File: src/rtl/rainbow_animator_pkg.sv
// Shared definitions for the colour-wheel pixel source: mode encodings,
// wheel segment encoding and the derived hue-width constants.
package rainbow_animator_pkg;

  typedef enum logic [1:0] {
    MODE_STATIC = 2'd0,
    MODE_SCROLL = 2'd1,
    MODE_SOLID  = 2'd2,
    MODE_BLACK  = 2'd3
  } mode_e;

  // Wheel segment: which channel pair is currently cross-fading.
  typedef enum logic [1:0] {
    SEG_RG = 2'd0,
    SEG_GB = 2'd1,
    SEG_BR = 2'd2
  } seg_e;

  function automatic int calc_hb(input int color_bits);
    return color_bits + 2;
  endfunction

  function automatic int calc_seg(input int color_bits);
    return 1 << color_bits;
  endfunction

  function automatic int calc_hue_range(input int color_bits);
    return 3 * calc_seg(color_bits);
  endfunction

endpackage

File: src/rtl/rainbow_animator_hue_to_rgb.sv
// Combinational hue -> RGB on a 3-segment wheel; blank forces black.
import rainbow_animator_pkg::*;

module hue_to_rgb #(
  parameter int COLOR_BITS = 6
) (
  input  logic [calc_hb(COLOR_BITS)-1:0] hue,
  input  logic                           blank,
  output logic [COLOR_BITS-1:0]          red,
  output logic [COLOR_BITS-1:0]          green,
  output logic [COLOR_BITS-1:0]          blue
);

  localparam int HB = calc_hb(COLOR_BITS);
  localparam logic [COLOR_BITS-1:0] CMAX = {COLOR_BITS{1'b1}};

  seg_e                  seg_s;
  logic [COLOR_BITS-1:0] frac_s;
  logic [COLOR_BITS-1:0] inv_s;

  // Decode segment and fraction, then pick the rising/falling channel pair
  always_comb begin
    seg_s  = seg_e'(hue[HB-1:COLOR_BITS]);
    frac_s = hue[COLOR_BITS-1:0];
    inv_s  = CMAX - frac_s;
    red    = {COLOR_BITS{1'b0}};
    green  = {COLOR_BITS{1'b0}};
    blue   = {COLOR_BITS{1'b0}};
    if (blank) begin
      red   = {COLOR_BITS{1'b0}};
      green = {COLOR_BITS{1'b0}};
      blue  = {COLOR_BITS{1'b0}};
    end else begin
      case (seg_s)
        SEG_RG: begin
          red   = inv_s;
          green = frac_s;
        end
        SEG_GB: begin
          green = inv_s;
          blue  = frac_s;
        end
        SEG_BR: begin
          red   = frac_s;
          blue  = inv_s;
        end
        default: begin
          red   = {COLOR_BITS{1'b0}};
          green = {COLOR_BITS{1'b0}};
          blue  = {COLOR_BITS{1'b0}};
        end
      endcase
    end
  end

endmodule

File: src/rtl/rainbow_animator.sv
// Pipelined colour-wheel pixel source: per-frame hue offset accumulator,
// stage 1 hue selection, stage 2 registered hue->RGB (2-cycle latency).
import rainbow_animator_pkg::*;

module rainbow_animator #(
  parameter int COL_BITS   = 6,
  parameter int COLOR_BITS = 6,
  parameter int HUE_STEP   = 3
) (
  input  logic                           clk,
  input  logic                           reset_n,
  input  logic [1:0]                     mode,
  input  logic [calc_hb(COLOR_BITS)-1:0] speed,
  input  logic                           direction,
  input  logic                           frame_tick,
  input  logic                           phase_clear,
  input  logic                           req_valid,
  input  logic [COL_BITS-1:0]            column_address,
  output logic                           out_valid,
  output logic [COLOR_BITS-1:0]          red,
  output logic [COLOR_BITS-1:0]          green,
  output logic [COLOR_BITS-1:0]          blue
);

  localparam int HB        = calc_hb(COLOR_BITS);
  localparam int HUE_RANGE = calc_hue_range(COLOR_BITS);
  localparam logic [HB:0]   HUE_RANGE_W = (HB+1)'(HUE_RANGE);
  localparam logic [HB-1:0] HUE_MAX     = HB'(HUE_RANGE - 1);

  if ((2 ** COL_BITS) * HUE_STEP > HUE_RANGE) begin : g_bad_cfg
    $error("rainbow_animator: 2^COL_BITS*HUE_STEP exceeds the hue range");
  end

  logic [HB-1:0]         offset_r;
  logic [HB-1:0]         offset_next_s;
  logic [HB-1:0]         spd_s;
  logic [HB:0]           inc_sum_s;
  logic [HB:0]           dec_sum_s;
  logic                  advance_s;

  logic [HB:0]           col_hue_s;
  logic [HB:0]           scroll_sum_s;
  logic [HB-1:0]         scroll_hue_s;
  logic [HB-1:0]         hue_sel_s;

  logic                  s1_valid_r;
  logic [HB-1:0]         s1_hue_r;
  logic                  s1_black_r;

  logic [COLOR_BITS-1:0] red_s;
  logic [COLOR_BITS-1:0] green_s;
  logic [COLOR_BITS-1:0] blue_s;
  logic                  out_valid_r;
  logic [COLOR_BITS-1:0] red_r;
  logic [COLOR_BITS-1:0] green_r;
  logic [COLOR_BITS-1:0] blue_r;

  // Next hue offset: clear beats tick; wrap modulo the hue range either way
  always_comb begin
    spd_s         = (speed > HUE_MAX) ? HUE_MAX : speed;
    inc_sum_s     = {1'b0, offset_r} + {1'b0, spd_s};
    dec_sum_s     = {1'b0, offset_r} + HUE_RANGE_W - {1'b0, spd_s};
    advance_s     = frame_tick && ((mode == MODE_SCROLL) || (mode == MODE_SOLID));
    offset_next_s = offset_r;
    if (phase_clear) begin
      offset_next_s = {HB{1'b0}};
    end else if (advance_s) begin
      if (direction) begin
        if (offset_r >= spd_s) begin
          offset_next_s = offset_r - spd_s;
        end else begin
          offset_next_s = HB'(dec_sum_s);
        end
      end else begin
        if (inc_sum_s >= HUE_RANGE_W) begin
          offset_next_s = HB'(inc_sum_s - HUE_RANGE_W);
        end else begin
          offset_next_s = inc_sum_s[HB-1:0];
        end
      end
    end else begin
      offset_next_s = offset_r;
    end
  end

  // Offset accumulator
  always_ff @(posedge clk or negedge reset_n) begin
    if (!reset_n) begin
      offset_r <= {HB{1'b0}};
    end else begin
      offset_r <= offset_next_s;
    end
  end

  // Stage 1 hue select; always uses the offset as it stood before this edge
  always_comb begin
    col_hue_s    = (HB+1)'(column_address) * (HB+1)'(HUE_STEP);
    scroll_sum_s = col_hue_s + {1'b0, offset_r};
    if (scroll_sum_s >= HUE_RANGE_W) begin
      scroll_hue_s = HB'(scroll_sum_s - HUE_RANGE_W);
    end else begin
      scroll_hue_s = scroll_sum_s[HB-1:0];
    end
    hue_sel_s = {HB{1'b0}};
    case (mode)
      MODE_STATIC: hue_sel_s = col_hue_s[HB-1:0];
      MODE_SCROLL: hue_sel_s = scroll_hue_s;
      MODE_SOLID:  hue_sel_s = offset_r;
      default:     hue_sel_s = {HB{1'b0}};
    endcase
  end

  // Stage 1 registers
  always_ff @(posedge clk or negedge reset_n) begin
    if (!reset_n) begin
      s1_valid_r <= 1'b0;
      s1_hue_r   <= {HB{1'b0}};
      s1_black_r <= 1'b0;
    end else begin
      s1_valid_r <= req_valid;
      if (req_valid) begin
        s1_hue_r   <= hue_sel_s;
        s1_black_r <= (mode == MODE_BLACK);
      end
    end
  end

  hue_to_rgb #(
    .COLOR_BITS(COLOR_BITS)
  ) u_hue_to_rgb (
    .hue   (s1_hue_r),
    .blank (s1_black_r),
    .red   (red_s),
    .green (green_s),
    .blue  (blue_s)
  );

  // Stage 2 registers; colour holds while no result is valid
  always_ff @(posedge clk or negedge reset_n) begin
    if (!reset_n) begin
      out_valid_r <= 1'b0;
      red_r       <= {COLOR_BITS{1'b0}};
      green_r     <= {COLOR_BITS{1'b0}};
      blue_r      <= {COLOR_BITS{1'b0}};
    end else begin
      out_valid_r <= s1_valid_r;
      if (s1_valid_r) begin
        red_r   <= red_s;
        green_r <= green_s;
        blue_r  <= blue_s;
      end
    end
  end

  assign out_valid = out_valid_r;
  assign red       = red_r;
  assign green     = green_r;
  assign blue      = blue_r;

endmodule

File: config.mk
export PLATFORM = sky130hd
export DESIGN_NAME = rainbow_animator
export DESIGN_NICKNAME = d
export VERILOG_FILES = /design/src/rtl/rainbow_animator_pkg.sv /design/src/rtl/rainbow_animator_hue_to_rgb.sv /design/src/rtl/rainbow_animator.sv
export SDC_FILE = /design/constraint.sdc
export NUM_CORES = 1
export LEC_CHECK = 0
export CAP_MARGIN = 20
export CELL_PAD_IN_SITES_DETAIL_PLACEMENT = 1
export CELL_PAD_IN_SITES_GLOBAL_PLACEMENT = 1
export CORE_MARGIN = 2
export CORE_UTILIZATION = 44
export DETAILED_ROUTE_END_ITERATION = 7
export PLACE_DENSITY = 0.86
export SETUP_SLACK_MARGIN = 0.2
export SKIP_LAST_GASP = 1
export SYNTH_ARGS = -nofsm -noshare
export SYNTH_HDL_FRONTEND = slang
export SYNTH_HIERARCHICAL = 1
export SYNTH_SLANG_ARGS = --single-unit
export TNS_END_PERCENT = 10
File: constraint.sdc
create_clock -name clk -period 3.4 [get_ports clk]
set_input_delay 0.68 -clock clk [delete_from_list [all_inputs] [get_ports clk]]
set_output_delay 0.68 -clock clk [all_outputs]
set_load 0.02 [all_outputs]
# Yosys cells after proc, flatten, opt, wreduce, memory -nomap -nowiden
# Cells that the tools add are included.
[totals]
regBits = 37
inputBits = 22
out_inout_bits = 19
word_cells = 45
[op_classes]
add_sub_neg = 8
n_mul = 1
magnitude_cmp = 4
n_eq_ne = 5
mux = 14
reduce_logical = 5
[ops]
columns = ["operator", "count"]
rows = [
  ["$mux W8", 7],
  ["$pmux W6 S2", 3],
  ["$pmux W8 S3", 1],
  ["$add A8 B8 Y9", 2],
  ["$ge A9 B8 Y1 const B", 2],
  ["$mux W6", 3],
  ["$sub A8 B8 Y8", 2],
  ["$sub A8 B8 Y8 const B", 2],
  ["$add A8 B8 Y8 const B", 1],
  ["$ge A8 B8 Y1", 1],
  ["$gt A8 B8 Y1 const B", 1],
  ["$mul A6 B2 Y8 const B", 1],
  ["$eq A2 B2 Y1 const B", 3],
  ["$sub A6 B6 Y6 const A", 1],
  ["$eq A2 B1 Y1 const B", 2],
  ["$logic_not A2 Y1", 2],
  ["$reduce_bool A2 Y1", 1],
  ["$logic_and A1 B1 Y1", 1],
  ["$logic_or A1 B1 Y1", 1],
]

# Depth between registers and ports, before layout
[depth]
depth_word = 8
mapped_depth = 18

# Cells and area by module
# The synthesis kept the hierarchy.
[by_module_without_submodules]
columns = ["mod", "n_inst", "cells_per_inst", "area_per_inst_um2", "seq_area_each_um2"]
rows = [
  ["rainbow_animator", 1, 388, 3553.4, 925.9],
  ["hue_to_rgb", 1, 49, 321.6, 0.0],
]

# Least setup slack after synthesis
# Ideal clock, no wire load.
[synth_timing]
path_type = "input port to flip-flop"
startpoint = "input column_address[0]"
endpoint = "register s1_hue_r[7]"
setup_ps = 120
arrival_ps = 3539
path_slack_ps = -260
stages = 14
cell_sequence = "ha_1 > inv_1 > fa_1 > inv_1 > ha_1 > nor2b_1 > o21a_1 > o21a_1 > o311ai_2 > ha_1 > nand4b_1 > nor4_1 > o31ai_1 > a41o_1"
[synth_via]
elab_chain_cells = 5
[synth_rtl]
columns = ["item", "line", "text"]
rows = [
  ["start, declared", "rainbow_animator.sv:18", "input logic [COL_BITS-1:0] column_address,"],
  ["$mul A6 B2 Y8 *", "rainbow_animator.sv:97", "col_hue_s = (HB+1)'(column_address) * (HB+1)'(HUE_STEP);"],
  ["$add A8 B8 Y9", "rainbow_animator.sv:98", "scroll_sum_s = col_hue_s + {1'b0, offset_r};"],
  ["$sub A8 B8 Y8 or $ge A9 B8 Y1 (tied branches)", "rainbow_animator.sv:100, rainbow_animator.sv:99", ""],
  ["$mux W8", "rainbow_animator.sv:99", "if (scroll_sum_s >= HUE_RANGE_W) begin"],
  ["$pmux W8 S3 *", "rainbow_animator.sv:105", "case (mode)"],
  ["end signal, assigned", "rainbow_animator.sv:117", "s1_hue_r <= {HB{1'b0}};"],
  ["end signal, assigned", "rainbow_animator.sv:122", "s1_hue_r <= hue_sel_s;"],
  ["end, declared", "rainbow_animator.sv:47", "logic [HB-1:0] s1_hue_r;"],
]
# Every way passes the cells marked *; elsewhere a longest branch is shown, timed or not.
# A chain may end at the register's enable or synchronous reset.

# Worst setup path in the final report
# Ends and elaborated chain as after synthesis.

==> results.py <==
metrics = {
    "status": {
        "status": "finished, violations left",
        "violations": "setup timing",
    },
    "floorplanning": {
        "rows": 34,
        "fp.dieW_um": 97.8,
        "io_pins": 41,
        "start_util": 0.449,
        "die_y_um": 97.8,
        "die-area_mm2": 0.00957,
        "coreArea_mm2": 0.00864,
    },
    "timing": {
        "tns_ns": -1.44,
        "drv_slew": 0,
        "fin_crit_sh": 1.14,
        "fin_skew_ns": 0.0197,
        "max_slew_margin": 0.486,
        "max_freq_mhz": 258,
        "finalSetupViolCount": 7,
        "holdWs_ns": 0.514,
        "worst_slew_pin_slew_ns": 0.770,
        "timing.final.ws_setup_ns": -0.476,
        "hold_viol": 0,
        "period_minus_slack_ns": 3.88,
        "rsz0062_at_grt": "true",
    },
    "global_routing": {
        "grt_pass1_wl_um": 25000,
        "grt_max_degree": 38,
        "globalRouteTotalUtil": 0.332,
        "antenna_found_initial": 0,
        "first_global_vias": 4518,
        "grt_remaining_overflow": 0,
    },
    "setup_path": {
        "cp.required_ns": 3.61,
        "crit_path_max_fanout": 4,
        "setup.worst_path.class": "in2reg",
        "start_kind": "primary input",
        "end_kind": "flop",
        "worstPathArrival_ns": 4.08,
    },
    "synthesis": {
        "async_reset_ff_frac": 1.00,
        "yosys_warnings": 6,
        "synth_commonest_cells": "inv_1, ha_1, dfrtp_1",
        "ys_seq_area_frac": 0.239,
        "dominantRegCellSynth": "dfrtp_1",
        "synth_edf_count": 0,
        "synthDominantCellAreaShare": 0.239,
        "synth_area_leaders": "dfrtp_1, ha_1, mux2_2, fa_1, inv_1",
        "synth_area_per_cell_um2": 8.87,
        "syn_area_mm2": 0.00387,
        "synth.distinct_cells": 66,
        "synth_top_cell_by_area": "dfrtp_1",
        "synth_most_common_cell": "inv_1",
        "syn_inst": 437,
        "syn-num-nets": 513,
        "ys_seq_elements": 37,
    },
    "final_layout": {
        "area_growth_pct": 41.5,
        "drive_gt1_frac": 0.328,
        "postLayoutCoreUtil": 0.635,
        "n_antenna_cell": 0,
        "nets": 655,
        "stdcell_area_mm2": 0.00548,
    },
    "placed_design": {
        "portBuffers": 40,
        "placed_area_mm2": 0.00511,
        "gp_congestion": 0.901,
        "hpwlAfterDp_um": 10700,
        "preCtsSetupSlack_ns": -1.12,
    },
    "drt": {
        "viasPerCell": 6.02,
        "wl_um": 16400,
        "drc": 0,
        "ant_nets": 0,
        "drtPass1Iterations": 5,
        "dr_total_vias": 4145,
        "avgRoutedWirePerCell_um": 23.9,
        "drtIter0Drc": 249,
    },
    "cts": {
        "clockBufferDepth": 2,
        "insertion_delay_ns": 0.30,
        "root_buffer": "clkbuf_8",
        "numCtsBuffers": 5,
        "cts_tree": "built",
        "clk_pin_slew_ns": 0.10,
        "htreeDepth": 2,
        "cts_hold_buf": 0,
        "cts.sinks": 37,
    },
    "power": {
        "pwr-share-seq": 0.263,
        "p_per_area_mw_per_mm2": 451,
        "p_sw_mw": 1.07,
        "ir_drop_mv": 0.195,
        "power.leakage_nw": 2.68,
        "pwr-share-comb": 0.601,
        "p_int_mw": 1.41,
        "swShare": 0.431,
        "p_clk_frac": 0.136,
    },
    "job": {
        "drv_cap": 0,
    },
    "worst_hold_path": {
        "hold_class": "reg2reg",
    },
}
-- state kept, by name, indices dropped and copies added (netlist names) --
| register | flops |
|---|---|
| out_valid | 1 |
| s1_hue_r | 8 |
| s1_valid_r | 1 |
| green | 6 |
| red | 6 |
| blue | 6 |
| offset_r | 8 |
| s1_black_r | 1 |
-- area by class of cell --
type | count | area, µm²
fill | 998 | 3150
multi-input combinational | 334 | 2910
timing repair buffer | 154 | 1260
sequential | 37 | 926
inverter | 47 | 176
tap | 108 | 135
clock buffer | 6 | 72.6
clock inverter | 2 | 10.0
-- worst paths after layout --
check	slack [ns]	cells past startpoint	endpoint	startpoint
max	-0.48	16	s1_hue_r[7]	column_address[0]
min	0.51	1	red[5]	red[5]
max reg2reg	0.10	13	s1_hue_r[7]	offset_r[0]
min reg2reg	0.51	1	red[5]	red[5]
max in group asynchronous	2.22	2	green[0]	reset_n
min in group asynchronous	0.80	2	blue[5]	reset_n
-- power by group through the flow --
stage / registers [mW] / logic (mW) / clock network [mW]
2_1_floorplan: 0.685 / 0.668 / 0
3_3_place_gp: 0.641 / 1.20 / 0
3_5_place_dp: 0.656 / 1.29 / 0
4_1_cts: 0.649 / 1.37 / 0.331
5_1_grt: 0.669 / 1.57 / 0.348
6_report: 0.650 / 1.49 / 0.337
-- layout by cell type (no fill, tap or decap), drive strengths merged, types with 3 or more instances in the layout --
cell / synthesis / routed
buf: 9 / 117
inv: 47 / 47
ha: 44 / 44
dfrtp: 37 / 37
clkdlybuf4s50: 0 / 32
nor2: 31 / 31
a21oi: 28 / 28
nand2: 20 / 20
mux2: 19 / 19
o21ai: 18 / 18
xnor2: 15 / 15
xor2: 12 / 12
nand2b: 11 / 11
a21o: 10 / 10
fa: 10 / 10
nor3: 9 / 9
nand3b: 8 / 8
o22ai: 7 / 7
nor2b: 7 / 7
or3b: 6 / 6
clkbuf: 10 / 6
o21a: 5 / 5
o21bai: 5 / 5
o31ai: 5 / 5
or3: 4 / 4
mux2i: 4 / 4
a222oi: 4 / 4
or2: 4 / 4
nand3: 3 / 3
nand4: 3 / 3
o211ai: 3 / 3
dlygate4sd2: 0 / 3
and3: 3 / 3
a311oi: 3 / 3
-- cells by family (layout without fill, tap and decap cells) --
| logic type | Yosys count | in the layout | synth area share |
|---|---|---|---|
| muxes | 23 | 23 | 0.0655 |
| DFF | 37 | 37 | 0.239 |
| and+or+nand+nor | 117 | 117 | 0.163 |
| buffers and inverters | 66 | 209 | 0.0749 |
| adders and majority gates | 54 | 54 | 0.194 |
| xor gates and xnor gates | 27 | 27 | 0.0610 |
| AOI/OAI and AO/OA | 113 | 113 | 0.203 |
-- worst max-delay path, cell delays in order --
cell,delay (ns)
buf_2,0.12
ha_4,0.15
inv_2,0.06
fa_2,0.40
buf_4,0.17
xnor2_2,0.16
ha_1,0.34
o21ai_1,0.09
o21bai_1,0.28
a41oi_2,0.20
xnor2_2,0.23
ha_2,0.21
nand4b_1,0.16
nor4_4,0.42
o31ai_2,0.15
a41o_1,0.26
-- repair_timing --
item | 4_1_cts | 5_1_grt
buffers inserted | 7 | 9
cloned | 0 | 0
resized for setup | 37 | 20
setup endpoints to repair | 11 | 10
pin swaps | 14 | 25
-- metal layers --
metal	up-vias	wire, µm	track usage
met3	84	762	0.0394
met5	-	0	0
met1	2062	6220	0.372
met2	173	8370	0.603
met4	0	1080	0.190
li1	1826	-	-
-- metrics by stage --
stage	std cells	total power, mW
finish	688	2.47
detailed placement	664	1.95
global placement	664	1.84
CTS	679	2.35
global route	688	2.59
floorplan	437	1.35
Note: power is estimated with default switching activity, not from simulation.
